`config.mk`:
```
export PLATFORM = sky130hd
export DESIGN_NAME = spi_frame_assembler
export DESIGN_NICKNAME = d
export VERILOG_FILES = /design/src/rtl/spi_frame_pkg.sv /design/src/rtl/spi_frame_assembler.sv
export SDC_FILE = /design/constraint.sdc
export NUM_CORES = 1
export LEC_CHECK = 0
export CELL_PAD_IN_SITES_DETAIL_PLACEMENT = 2
export CELL_PAD_IN_SITES_GLOBAL_PLACEMENT = 2
export CORE_ASPECT_RATIO = 1.75
export CORE_UTILIZATION = 32
export CTS_BUF_LIST = sky130_fd_sc_hd__clkbuf_2 sky130_fd_sc_hd__clkbuf_4 sky130_fd_sc_hd__clkbuf_8
export DETAILED_ROUTE_END_ITERATION = 8
export PLACE_DENSITY = 0.82
export SYNTH_ARGS = -nofsm -noshare
export SYNTH_HDL_FRONTEND = slang
export SYNTH_SLANG_ARGS = --single-unit
export TNS_END_PERCENT = 10
```
`constraint.sdc`:
```
create_clock -name clk -period 3.1 [get_ports clk]
set_clock_uncertainty 0.2 [all_clocks]
set_input_delay 0.31 -clock clk [delete_from_list [all_inputs] [get_ports clk]]
set_output_delay 0.31 -clock clk [all_outputs]
set_load 0.02 [all_outputs]
```
`src/rtl/spi_frame_pkg.sv`:
```
// Shared types and header field layout for the SPI frame assembler.
// Header byte: [7:5] chip id, [4:0] payload length.
package spi_frame_pkg;

    typedef enum logic [1:0] {
        HUNT    = 2'd0,
        PAYLOAD = 2'd1,
        TRUNC   = 2'd2
    } state_e;

    localparam int ID_MSB  = 7;
    localparam int ID_LSB  = 5;
    localparam int LEN_MSB = 4;
    localparam int LEN_LSB = 0;
    localparam int ID_W    = ID_MSB - ID_LSB + 1;
    localparam int LEN_W   = LEN_MSB - LEN_LSB + 1;

    localparam logic [7:0] DEF_IDLE_BYTE     = 8'hBC;
    localparam logic [7:0] DEF_IDLE_BYTE_ALT = 8'hFF;

    function automatic logic [LEN_W-1:0] hdr_len(input logic [7:0] b);
        return b[LEN_MSB:LEN_LSB];
    endfunction

    function automatic logic [ID_W-1:0] hdr_id(input logic [7:0] b);
        return b[ID_MSB:ID_LSB];
    endfunction

endpackage

```
`src/rtl/spi_frame_assembler.sv`:
```
// Turns the raw SPI MISO byte stream into AXIS frame packets: strips idle
// filler, follows header lengths, and force-closes frames that stall.
module spi_frame_assembler
    import spi_frame_pkg::*;
#(
    parameter logic [7:0] IDLE_BYTE      = DEF_IDLE_BYTE,
    parameter logic [7:0] IDLE_BYTE_ALT  = DEF_IDLE_BYTE_ALT,
    parameter int         TIMEOUT_CYCLES = 1024,
    parameter int         CNT_W          = 16
) (
    input  logic             clk,
    input  logic             rst,
    input  logic [7:0]       s_axis_tdata,
    input  logic             s_axis_tvalid,
    output logic             s_axis_tready,
    output logic [7:0]       m_axis_tdata,
    output logic             m_axis_tvalid,
    input  logic             m_axis_tready,
    output logic             m_axis_tlast,
    output logic             m_axis_tuser,
    output logic [CNT_W-1:0] frames_ok,
    output logic [CNT_W-1:0] frames_err,
    output logic             in_frame
);

    // One extra bit so TIMEOUT_CYCLES itself is representable.
    localparam int TO_W = $clog2(TIMEOUT_CYCLES + 1);
    localparam logic [TO_W-1:0] TO_LAST = TO_W'(TIMEOUT_CYCLES - 1);

    state_e            state_q, state_d;
    logic [LEN_W-1:0]  rem_q, rem_d;
    logic [TO_W-1:0]   to_q, to_d;

    logic [7:0]        tdata_q;
    logic              tvalid_q, tlast_q, tuser_q;
    logic [CNT_W-1:0]  ok_q, err_q;

    logic              out_free, accept, stall, is_idle;
    logic [LEN_W-1:0]  hlen;

    logic              load, ld_last, ld_user, inc_ok, inc_err;
    logic [7:0]        ld_data;

    assign out_free      = !tvalid_q || m_axis_tready;
    assign stall         = tvalid_q && !m_axis_tready;
    assign s_axis_tready = (state_q != TRUNC) && out_free;
    assign accept        = s_axis_tvalid && s_axis_tready;
    assign is_idle       = (s_axis_tdata == IDLE_BYTE) || (s_axis_tdata == IDLE_BYTE_ALT);
    assign hlen          = hdr_len(s_axis_tdata);

    // State register
    always_ff @(posedge clk) begin
        if (rst) begin
            state_q <= HUNT;
            rem_q   <= '0;
            to_q    <= '0;
        end else begin
            state_q <= state_d;
            rem_q   <= rem_d;
            to_q    <= to_d;
        end
    end

    // Next-state logic; an accepted byte always takes priority over timeout.
    always_comb begin
        state_d = state_q;
        rem_d   = rem_q;
        to_d    = to_q;
        case (state_q)
            HUNT: begin
                to_d = '0;
                if (accept && !is_idle && hlen != '0) begin
                    state_d = PAYLOAD;
                    rem_d   = hlen;
                end
            end
            PAYLOAD: begin
                if (accept) begin
                    to_d  = '0;
                    rem_d = rem_q - LEN_W'(1);
                    if (rem_q == LEN_W'(1))
                        state_d = HUNT;
                end else if (!stall) begin
                    if (to_q == TO_LAST) begin
                        state_d = TRUNC;
                        to_d    = '0;
                    end else begin
                        to_d = to_q + TO_W'(1);
                    end
                end
            end
            TRUNC: begin
                if (out_free)
                    state_d = HUNT;
            end
            default: state_d = HUNT;
        endcase
    end

    // Output-register load decode
    always_comb begin
        load    = 1'b0;
        ld_data = s_axis_tdata;
        ld_last = 1'b0;
        ld_user = 1'b0;
        inc_ok  = 1'b0;
        inc_err = 1'b0;
        case (state_q)
            HUNT: begin
                if (accept && !is_idle) begin
                    load = 1'b1;
                    if (hlen == '0) begin
                        ld_last = 1'b1;
                        ld_user = 1'b1;
                        inc_err = 1'b1;
                    end
                end
            end
            PAYLOAD: begin
                if (accept) begin
                    load = 1'b1;
                    if (rem_q == LEN_W'(1)) begin
                        ld_last = 1'b1;
                        inc_ok  = 1'b1;
                    end
                end
            end
            TRUNC: begin
                if (out_free) begin
                    load    = 1'b1;
                    ld_data = IDLE_BYTE;
                    ld_last = 1'b1;
                    ld_user = 1'b1;
                    inc_err = 1'b1;
                end
            end
            default: ;
        endcase
    end

    // Single-entry output register; a new load beats a same-cycle handshake.
    always_ff @(posedge clk) begin
        if (rst) begin
            tvalid_q <= 1'b0;
            tdata_q  <= '0;
            tlast_q  <= 1'b0;
            tuser_q  <= 1'b0;
        end else if (load) begin
            tvalid_q <= 1'b1;
            tdata_q  <= ld_data;
            tlast_q  <= ld_last;
            tuser_q  <= ld_user;
        end else if (m_axis_tready) begin
            tvalid_q <= 1'b0;
        end
    end

    always_ff @(posedge clk) begin
        if (rst) begin
            ok_q  <= '0;
            err_q <= '0;
        end else begin
            if (inc_ok)
                ok_q <= ok_q + CNT_W'(1);
            if (inc_err)
                err_q <= err_q + CNT_W'(1);
        end
    end

    assign m_axis_tdata  = tdata_q;
    assign m_axis_tvalid = tvalid_q;
    assign m_axis_tlast  = tlast_q;
    assign m_axis_tuser  = tuser_q;
    assign frames_ok     = ok_q;
    assign frames_err    = err_q;
    assign in_frame      = (state_q == PAYLOAD) || (state_q == TRUNC);

endmodule
```
== Yosys cells after proc, flatten, opt, wreduce, memory -nomap -nowiden ==
Cells that the tools add are included.

* Input bits: 12
* Word-level logic and storage cells: 74
* Register bits after elaboration: 61
* Output and inout bits: 45

* Equal/unequal tests: 13
* Reduce and logical (&&, ||, !) cells: 19
* Add/sub/neg operators: 4
* Muxes and demuxes: 29

{| class="wikitable"
|+ Operators with widths
! cell !! count
|-
| 11-bit two-way mux || 3
|-
| 16-bit by 1-bit adder with 16-bit output (second input constant) || 2
|-
| 11-bit one-hot mux with 2 select lines || 1
|-
| 8-bit equality test (second input constant) || 2
|-
| 8-bit two-way mux || 2
|-
| 2-bit two-way mux || 6
|-
| 11-bit by 1-bit adder with 11-bit output (second input constant) || 1
|-
| 11-bit by 10-bit equality test with 1-bit output (second input constant) || 1
|-
| 1-bit two-way mux || 10
|-
| 5-bit two-way mux || 2
|-
| 5-bit one-hot mux with 2 select lines || 1
|-
| 3-bit != test (second input constant) || 3
|-
| 2-bit != test (second input constant) || 4
|-
| 1-bit one-hot mux with 3 select lines || 2
|-
| 2-bit one-hot mux with 3 select lines || 1
|-
| 5-bit by 1-bit equality test with 1-bit output (second input constant) || 1
|-
| 1-bit logical AND || 5
|-
| 5-bit zero test || 1
|-
| 5-bit AND reduction || 1
|-
| 5-bit nonzero test || 1
|-
| 5-bit by 1-bit subtractor with 5-bit output (second input constant) || 1
|-
| 2-bit nonzero test || 2
|-
| 1-bit zero test || 3
|-
| 1-bit logical OR || 3
|-
| 6 further kinds || 6
|}

== Logic depth before layout (Yosys ltp) ==
Gate-level depths: netlist of the first run.

* Word-level depth: 8
* Gate-level depth with buffers: 9
* Gate-level depth less buffers: 7

== Least setup slack after synthesis of the first run ==
OpenSTA, ideal clock, no wires.

* Path type: register to register
* Start point: register state_q[0]
* End point: register err_q[15] (netlist: frames_err[15])
* Period minus slack after synthesis: 2.159 ns
* Path slack: 0.941 ns
* Data required time: 2.829 ns
* Arrival: 1.888 ns
* Stages on the path, launching flop included: 9
* Setup time: 0.071 ns
* Path buffers: 1
* Cell sequence: dfxtp_1 -> inv_1 -> ha_1 -> nand2b_4 -> nor3_4 -> a31oi_4 -> buf_6 -> or4_1 -> a21oi_1

* Word-level cells in the longest chain between the ends: 6

{| class="wikitable"
|+ RTL lines
! element !! RTL line !! RTL
|-
| from (decl) || spi_frame_assembler.sv:30 || <nowiki>state_e state_q, state_d;</nowiki>
|-
| from (signal assigned) || spi_frame_assembler.sv:58 || <nowiki>state_q <= state_d;</nowiki>
|-
| 2-bit != test || spi_frame_assembler.sv:46 || <nowiki>assign s_axis_tready = (state_q != TRUNC) && out_free;</nowiki>
|-
| 1-bit logical AND || spi_frame_assembler.sv:46 ||
|-
| 1-bit logical AND || spi_frame_assembler.sv:47 || <nowiki>assign accept = s_axis_tvalid && s_axis_tready;</nowiki>
|-
| 1-bit logical AND || spi_frame_assembler.sv:110 || <nowiki>if (accept && !is_idle) begin</nowiki>
|-
| 1-bit two-way mux || spi_frame_assembler.sv:110 ||
|-
| 1-bit one-hot mux with 2 select lines (*) || spi_frame_assembler.sv:108 || <nowiki>case (state_q)</nowiki>
|-
| to (signal assigned) || spi_frame_assembler.sv:166 || <nowiki>err_q <= err_q + CNT_W'(1);</nowiki>
|-
| to (decl) || spi_frame_assembler.sv:36 || <nowiki>logic [CNT_W-1:0] ok_q, err_q;</nowiki>
|}

Mark *: on every way between the ends. The rest lies on a longest branch, timed or not.
A chain may end at the register's enable or synchronous reset.

== Final worst setup path of the first run ==
* Start point: register state_q[0]
* End point: register err_q[12] (netlist: frames_err[12])

Same word-level chain as after synthesis.

==> key figures, run 1 <==
Outcome
  • Run status: finished clean

Floorplan
  • DIE AREA: 10200 µm²
  • DIE HEIGHT: 133 µm
  • Initial core utilization: 0.331
  • # IOs: 57
  • Die W: 76.8 µm
  • Rows: 47
  • Area of the core: 9470 µm²

Critical path
  • Startpoint of the lowest-slack register-to-register path: state_q[0]$_SDFFE_PP0P_
  • Data arrival at the endpoint of the critical path: 2.60 ns
  • Worst Setup End Kind: flop
  • Origin of the worst setup path: state_q[0]$_SDFFE_PP0P_
  • CP required: 3.17 ns
  • Crit path kind: flop to flop
  • Type of origin of the critical path: flop
  • Worst Path Max Fanout: 32
  • Register-to-register setup slack: 0.57 ns

Logic synthesis
  • Register area share after synthesis: 0.390
  • Number of synthesized register bits: 61
  • Post-synthesis async set-or-reset flop share: 0
  • Warnings from Yosys: 0
  • Post-synthesis cell count: 365
  • Net count of the mapped netlist: 386
  • Number of flops mapped to enable cells by yosys: 0
  • Cell area after technology mapping: 3130 µm²
  • Syn Area/Cell: 8.57 µm²
  • Top flip-flop cell by instance count after synthesis: sky130_fd_sc_hd__dfxtp_1
  • Number of distinct standard cells referenced by the synthesized netlist: 57

Placed design
  • Detailed placement HPWL: 6820 µm
  • Number of I/O port buffers: 56
  • Placer's final routability congestion estimate: 0.744

Clock tree
  • Clk_lat worst skew: 0.35 ns
  • CTS tree: done
  • Hold buffers post-CTS: 0
  • Clock-pin slew on the worst setup and hold paths: 0.07 ns
  • CTS Buffer Depth: 2
  • Number of clock sinks: 61
  • Number of H-tree levels: 3
  • Root buffer cell: sky130_fd_sc_hd__clkbuf_8
  • Cts repair resizes: 0
  • Post-CTS repair timing setup buffer count: 0
  • CTS buffer count: 9

Min path
  • Origin of the worst min-delay path: rst
  • Kind of path behind the tightest hold check: input port to flop

Timing
  • Maximum achievable frequency: 395 MHz
  • Unrepaired setup endpoints after global routing: false
  • Crit share post-route: 0.817
  • Relative slew slack: 0.502
  • Worst-margin pin slew: 0.748 ns
  • Final slew viol count: 0
  • Count of final setup violators: 0
  • Number of hold violations in the final report: 0
  • Post-route minimum period: 2.53 ns
  • Aggregate negative setup slack: 0 ns

Routing
  • Router iterations before antenna repair: 4
  • Final routed wirelength across all metal layers: 9230 µm
  • DRT antenna net count: 0
  • Count of routing violations after the opening detailed-route iteration: 134
  • Number of remaining DRC errors: 0
  • Number of vias per cell: 5.38
  • DR vias: 2923
  • Routed wire per std cell: 17.0 µm

GRT
  • Global-route wire length before repair: 15600 µm
  • Via count of the first global-routing pass: 3146
  • Initial antenna violation count: 0
  • Overall track demand over capacity in global routing: 0.196
  • Maximum number of pins on one net before global-route repair: 33
  • Remaining global-route overflow: 0

Pwr
  • Cell leakage power: 1.33 nW
  • Switching Share: 0.354
  • Peak VDD IR: 0.322 mV
  • Power share of the sequential group: 0.376
  • Switching power: 0.000893 W
  • Logic pwr share: 0.325
  • Internal power of the cells: 0.00163 W
  • Total power density per cell area: 634 nW/µm²
  • Part of the total power dissipated in the clock network: 0.299

Cells and area
  • Util after Layout: 0.420
  • Commonest non-fill, non-tap cells in the layout: sky130_fd_sc_hd__dfxtp_1, sky130_fd_sc_hd__clkdlybuf4s50_1, sky130_fd_sc_hd__nor2_1, sky130_fd_sc_hd__a21oi_1, sky130_fd_sc_hd__nand2_1
  • Layout overhead on the synthesized area: 27.2%
  • Fin nets: 437
  • Share of layout cells above drive strength 1: 0.0855
  • Most common cell after layout, fill and taps aside: sky130_fd_sc_hd__dfxtp_1
  • Antenna diode instance count: 0

Job
  • Maxcap violations: 0
## cell usage after synthesis (all sizes together) (4+ instances only)
master   n  area [µm²]
a211oi   5        37.5
o21ai   19        95.1
nand4   11        75.1
nor2b    4        32.5
or3      9        56.3
xor2     8        70.1
clkbuf   8        30.0
xnor2   14         123
a21oi   32         160
inv     17        63.8
a31oi    4        46.3
buf     11        60.1
dfxtp   61        1220
o31ai    7        52.6
nor2    35         131
and3     7        43.8
nor4    15         113
and4     5        43.8
nor3     7        51.3
nand2   24        90.1
nand3   15        75.1
ha       9         113
or4      7        52.6
## power groups by stage
| stage | logic [W] | registers (W) | clock network [W] |
|---|---|---|---|
| floorplan | 0.000476 | 0.00101 | 0 |
| global placement | 0.000788 | 0.000961 | 0 |
| detailed placement | 0.000821 | 0.000967 | 0 |
| CTS | 0.000836 | 0.000950 | 0.000783 |
| global route | 0.000901 | 0.000960 | 0.000808 |
| finish | 0.000821 | 0.000948 | 0.000754 |
## sequential cells by signal, summed over array words and instances, names as in the netlist
name           flops
m_axis_tlast       1
frames_ok         16
rem_q              5
m_axis_tuser       1
m_axis_tdata       8
frames_err        16
state_q            2
to_q              11
m_axis_tvalid      1
## layout make-up
class,count,area [µm²]
flip-flops and latches,61,1220
repair buffers,59,578
fillers,1090,5490
well taps,122,153
clock inverters,4,45.0
inverters,17,63.8
multi-input cells,268,1750
clock buffers,12,165
## per-layer routing
layer,share of wire,vias to the layer above,track usage
li1,-,1417,-
met1,0.39,1443,0.204
met2,0.57,48,0.370
met3,0.021,15,0.0283
met4,0.025,0,0.101
met5,0,-,0
## worst max-delay path, cell delays in order (launching register included)
cell and delay, ns:
sky130_fd_sc_hd__dfxtp_1 0.40, sky130_fd_sc_hd__inv_1 0.08, sky130_fd_sc_hd__ha_1 0.27, sky130_fd_sc_hd__nand2b_4 0.19
sky130_fd_sc_hd__nor3_4 0.21, sky130_fd_sc_hd__a31oi_4 0.33, sky130_fd_sc_hd__or4_1 0.60, sky130_fd_sc_hd__a21oi_1 0.18
## worst paths after layout
kind / to / cells past startpoint
hold reg to reg: m_axis_tdata[4]$_SDFFE_PP0P_ / 2
setup / recovery: frames_err[12]$_SDFFE_PP0P_ / 7
setup reg to reg: frames_err[12]$_SDFFE_PP0P_ / 7
hold / removal: frames_ok[13]$_SDFFE_PP0P_ / 2
## cells by family (layout without fill, tap and decap cells)
group | count (synthesis) | in the layout | share of synthesized area
flip-flops | 61 | 61 | 0.390
multiplexers | 3 | 3 | 0.00960
buffers and inverters | 36 | 92 | 0.0492
XOR/XNOR | 22 | 22 | 0.0616
AO/OA/AOI/OAI | 80 | 80 | 0.164
adder cells (fa/ha/maj) | 9 | 9 | 0.0360
AND/OR/NAND/NOR | 154 | 154 | 0.289
## stage by stage
| stage | worst slack, ns | power, W | hold WS (ns) | instances | instance area [µm²] |
|---|---|---|---|---|---|
| after floorplan | 0.941 | 0.00149 | 0.249 | 365 | 3130 |
| after global placement | 0.532 | 0.00175 | 0.254 | 527 | 3770 |
| after detailed placement | 0.460 | 0.00179 | 0.256 | 527 | 3770 |
| after CTS | 0.551 | 0.00257 | 0.154 | 543 | 3980 |
| after global routing | 0.394 | 0.00267 | 0.185 | 543 | 3980 |
| final | 0.568 | 0.00252 | 0.168 | 543 | 3980 |
No activity file was read; power rests on OpenSTA's default activity.
==> inputs of run 2 (changes only) <==
==> constraint.sdc (replaced) <==
create_clock -name clk -period 2.35 [get_ports clk]
set_clock_uncertainty 0.2 [all_clocks]
set_input_delay 0.235 -clock clk [delete_from_list [all_inputs] [get_ports clk]]
set_output_delay 0.235 -clock clk [all_outputs]
set_load 0.02 [all_outputs]
==> run 2 against run 1 <==
Compared with the run above: the flow now finishes with violations (negative setup slack); wire length is 25% higher; register-to-register slack worse by 0.62 ns; utilization is 3.6 points higher; cell count is 6.4% higher; die area stayed put; first-iteration DRC count is 38% lower; combinational power is 68% higher; non-clock buffer count is 35 higher; largest power group is now combinational logic.
==> key figures, run 2 (same netlist as run 1, synthesis figures left out) <==
Outcome
  • Run status: complete, but fails checks
  • Failing checks: negative setup slack

Pwr
  • Total power density per cell area: 819 nW/µm² (+29%)
  • Cell leakage power: 1.51 nW (+13%)
  • Final total power: 0.00353 W (+40%)
  • Peak VDD IR: 0.413 mV (+28%)

Timing
  • Maximum achievable frequency: 411 MHz
  • Final slew viol count: 0 (unchanged)
  • Unrepaired setup endpoints after global routing: true
  • Post-route minimum period: 2.43 ns
  • Final setup margin: -0.0831 ns (-0.651 ns)
  • Number of hold violations in the final report: 0 (unchanged)
  • Worst-margin pin slew: 0.676 ns (-0.0714 ns)
  • Worst hold slack: 0.262 ns (+0.0946 ns)
  • Count of final setup violators: 4 (+4)
  • Relative slew slack: 0.547 (+0.0460)
  • Crit share post-route: 1.04

Cells and area
  • Share of layout cells above drive strength 1: 0.178 (+0.0921)
  • Register Area: 1220 µm² (+0.10%)
  • Area occupied by multi-input gates: 1830 µm² (+4.6%)
  • Number of filler instances in the final layout: 1043 (-4.3%)
  • Antenna diode instance count: 0 (unchanged)
  • Fin nets: 473 (+8.2%)
  • Layout overhead on the synthesized area: 38.0%
  • Most common cell after layout, fill and taps aside: sky130_fd_sc_hd__dfxtp_1
  • Commonest non-fill, non-tap cells in the layout: sky130_fd_sc_hd__dfxtp_1, sky130_fd_sc_hd__clkdlybuf4s50_1, sky130_fd_sc_hd__nor2_1, sky130_fd_sc_hd__buf_4, sky130_fd_sc_hd__a21oi_1

Min path
  • Instance count along the most critical hold path: 2 (unchanged)
  • Origin of the worst min-delay path: m_axis_tdata[7]$_SDFFE_PP0P_
  • Kind of path behind the tightest hold check: flop to flop
  • Endpoint with the worst hold slack: m_axis_tdata[7]$_SDFFE_PP0P_

Critical path
  • Worst Setup End Kind: flop
  • Worst Path Max Fanout: 10 (-69%)
  • Maximum single-stage delay on the critical path: 0.56 ns (-0.04 ns)
  • Crit path max-delay family: compound AO/OA/AOI/OAI gates
  • Cell chain of the critical path: clkdlybuf4s50_1 > nor2_1 > nand2_1 > a31oi_2 > o21ai_0 > o311a_1
  • Terminus of the critical flop-to-flop path: frames_err[3]$_SDFFE_PP0P_
  • CP required: 2.39 ns (-0.78 ns)
  • Slowest cell on the critical path: sky130_fd_sc_hd__nor2_1
  • Startpoint of the lowest-slack register-to-register path: state_q[0]$_SDFFE_PP0P_
  • Register-to-register setup slack: -0.05 ns (-0.62 ns)
  • WP buf/inv: 1 (unchanged)
  • Depth of the most critical reg-to-reg path: 9 (+2)
  • Crit path kind: input port to flop
  • Type of origin of the critical path: input port
  • Data arrival at the endpoint of the critical path: 2.47 ns (-0.13 ns)
  • Critical path depth in cells: 6 (-1)

Placed design
  • Placer's final routability congestion estimate: 0.785 (+5.6%)
  • Detailed placement HPWL: 8110 µm (+19%)
  • Number of I/O port buffers: 56 (unchanged)

Routing
  • Final routed wirelength across all metal layers: 11500 µm (+25%)
  • Router iterations before antenna repair: 4 (unchanged)
  • Number of vias per cell: 5.41 (+0.44%)
  • Routed wire per std cell: 20.0 µm (+17%)
  • Number of remaining DRC errors: 0 (unchanged)
  • DR vias: 3125 (+6.9%)
  • Count of routing violations after the opening detailed-route iteration: 83 (-38%)
  • DRT antenna net count: 0 (unchanged)

Job
  • Maxcap violations: 0 (unchanged)

Clock tree
  • Root buffer cell: sky130_fd_sc_hd__clkbuf_8
  • CTS buffer count: 9 (unchanged)
  • Clock-pin slew on the worst setup and hold paths: 0.07 ns (about the same)
  • Clk_lat worst skew: 0.35 ns (about the same)
  • CTS tree: done
  • Number of clock sinks: 61 (unchanged)
  • Number of H-tree levels: 3 (unchanged)
  • CTS Buffer Depth: 2 (unchanged)

GRT
  • Remaining global-route overflow: 0 (unchanged)
  • Overall track demand over capacity in global routing: 0.240 (+0.0439)
  • Initial antenna violation count: 0 (unchanged)
  • Global-route wire length before repair: 18700 µm (+20%)
  • Via count of the first global-routing pass: 3561 (+13%)
  • Maximum number of pins on one net before global-route repair: 27 (-18%)

Floorplan
  • # IOs: 57 (unchanged)
  • Rows: 47 (unchanged)
  • DIE AREA: 10200 µm² (unchanged)
  • Area of the core: 9470 µm² (unchanged)
  • Die W: 76.8 µm (unchanged)
  • DIE HEIGHT: 133 µm (unchanged)
  • Initial core utilization: 0.331 (unchanged)
run 2: cell types whose count changed in the layout (fill, tap and decap cells not counted), sizes merged:
cell         before  now
a31oi             4    5
buf               4   38
bufinv            1    0
clkbuf           12   14
clkinv            3    1
dlygate4sd3       0    1
run 2: area by class of cell:
type,instances,area share
Multi-Input combinational cell,269,0.425
Sequential cell,61,0.283
Timing Repair Buffer,94,0.199
Clock buffer,14,0.0417
Tap cell,122,0.0354
Inverter,17,0.0148
Clock inverter,1,0.00116
run 2: repair_timing:
item,4_1_cts,5_1_grt
pin swaps,5,3
setup endpoints to repair,9,25
buffers inserted,3,0
hold buffers,1,0
resized for setup,6,8
hold endpoints to repair,4,0
cloned,1,0
run 2: metal layers:
| metal | GRT usage | vias up | share of wire |
|---|---|---|---|
| met5 | 0 | - | 0 |
| met4 | 0.0962 | 0 | 0.024 |
| met3 | 0.0310 | 20 | 0.022 |
| met2 | 0.492 | 58 | 0.60 |
| met1 | 0.230 | 1550 | 0.36 |
| li1 | - | 1497 | - |
run 2: report_power, final:
| group | switching (W) | total (W) | internal (W) |
|---|---|---|---|
| Sequential | 0.000109 | 0.00126 | 0.00115 |
| Combinational | 0.000784 | 0.00138 | 0.000593 |
| Clock | 0.000414 | 0.000900 | 0.000486 |
run 2: metrics by stage:
step / cell area, µm² / setup slack, ns / TNS [ns] / instances / utilization
final: 4320 / -0.0831 / -0.157 / 578 / 0.456
after global routing: 4320 / -0.122 / -0.963 / 578 / 0.456
after CTS: 4270 / -0.0586 / -0.0586 / 578 / 0.451
after detailed placement: 4020 / -0.242 / -1.85 / 558 / 0.424
after global placement: 4020 / -0.0296 / -0.0647 / 558 / 0.424
after floorplan: 3130 / 0.191 / 0 / 365 / -
run 2: worst max path at each step:
stage	startpoint	end	slack (ns)
after global routing	state_q[1]$_SDFFE_PP0P_	rem_q[0]$_SDFFE_PP0P_	-0.12
after global placement	m_axis_tready	m_axis_tdata[6]$_SDFFE_PP0P_	-0.03
after CTS	s_axis_tdata[2]	rem_q[0]$_SDFFE_PP0P_	-0.06
after floorplan	state_q[0]$_SDFFE_PP0P_	frames_err[15]$_SDFFE_PP0P_	0.19
after detailed placement	m_axis_tready	m_axis_tdata[0]$_SDFFE_PP0P_	-0.24
final	s_axis_tdata[0]	rem_q[0]$_SDFFE_PP0P_	-0.08
run 2: worst min-delay path, cell delays in order (launching register included):
cell                       delay (ns)
sky130_fd_sc_hd__dfxtp_1         0.31
sky130_fd_sc_hd__inv_1           0.05
sky130_fd_sc_hd__a211oi_1        0.05
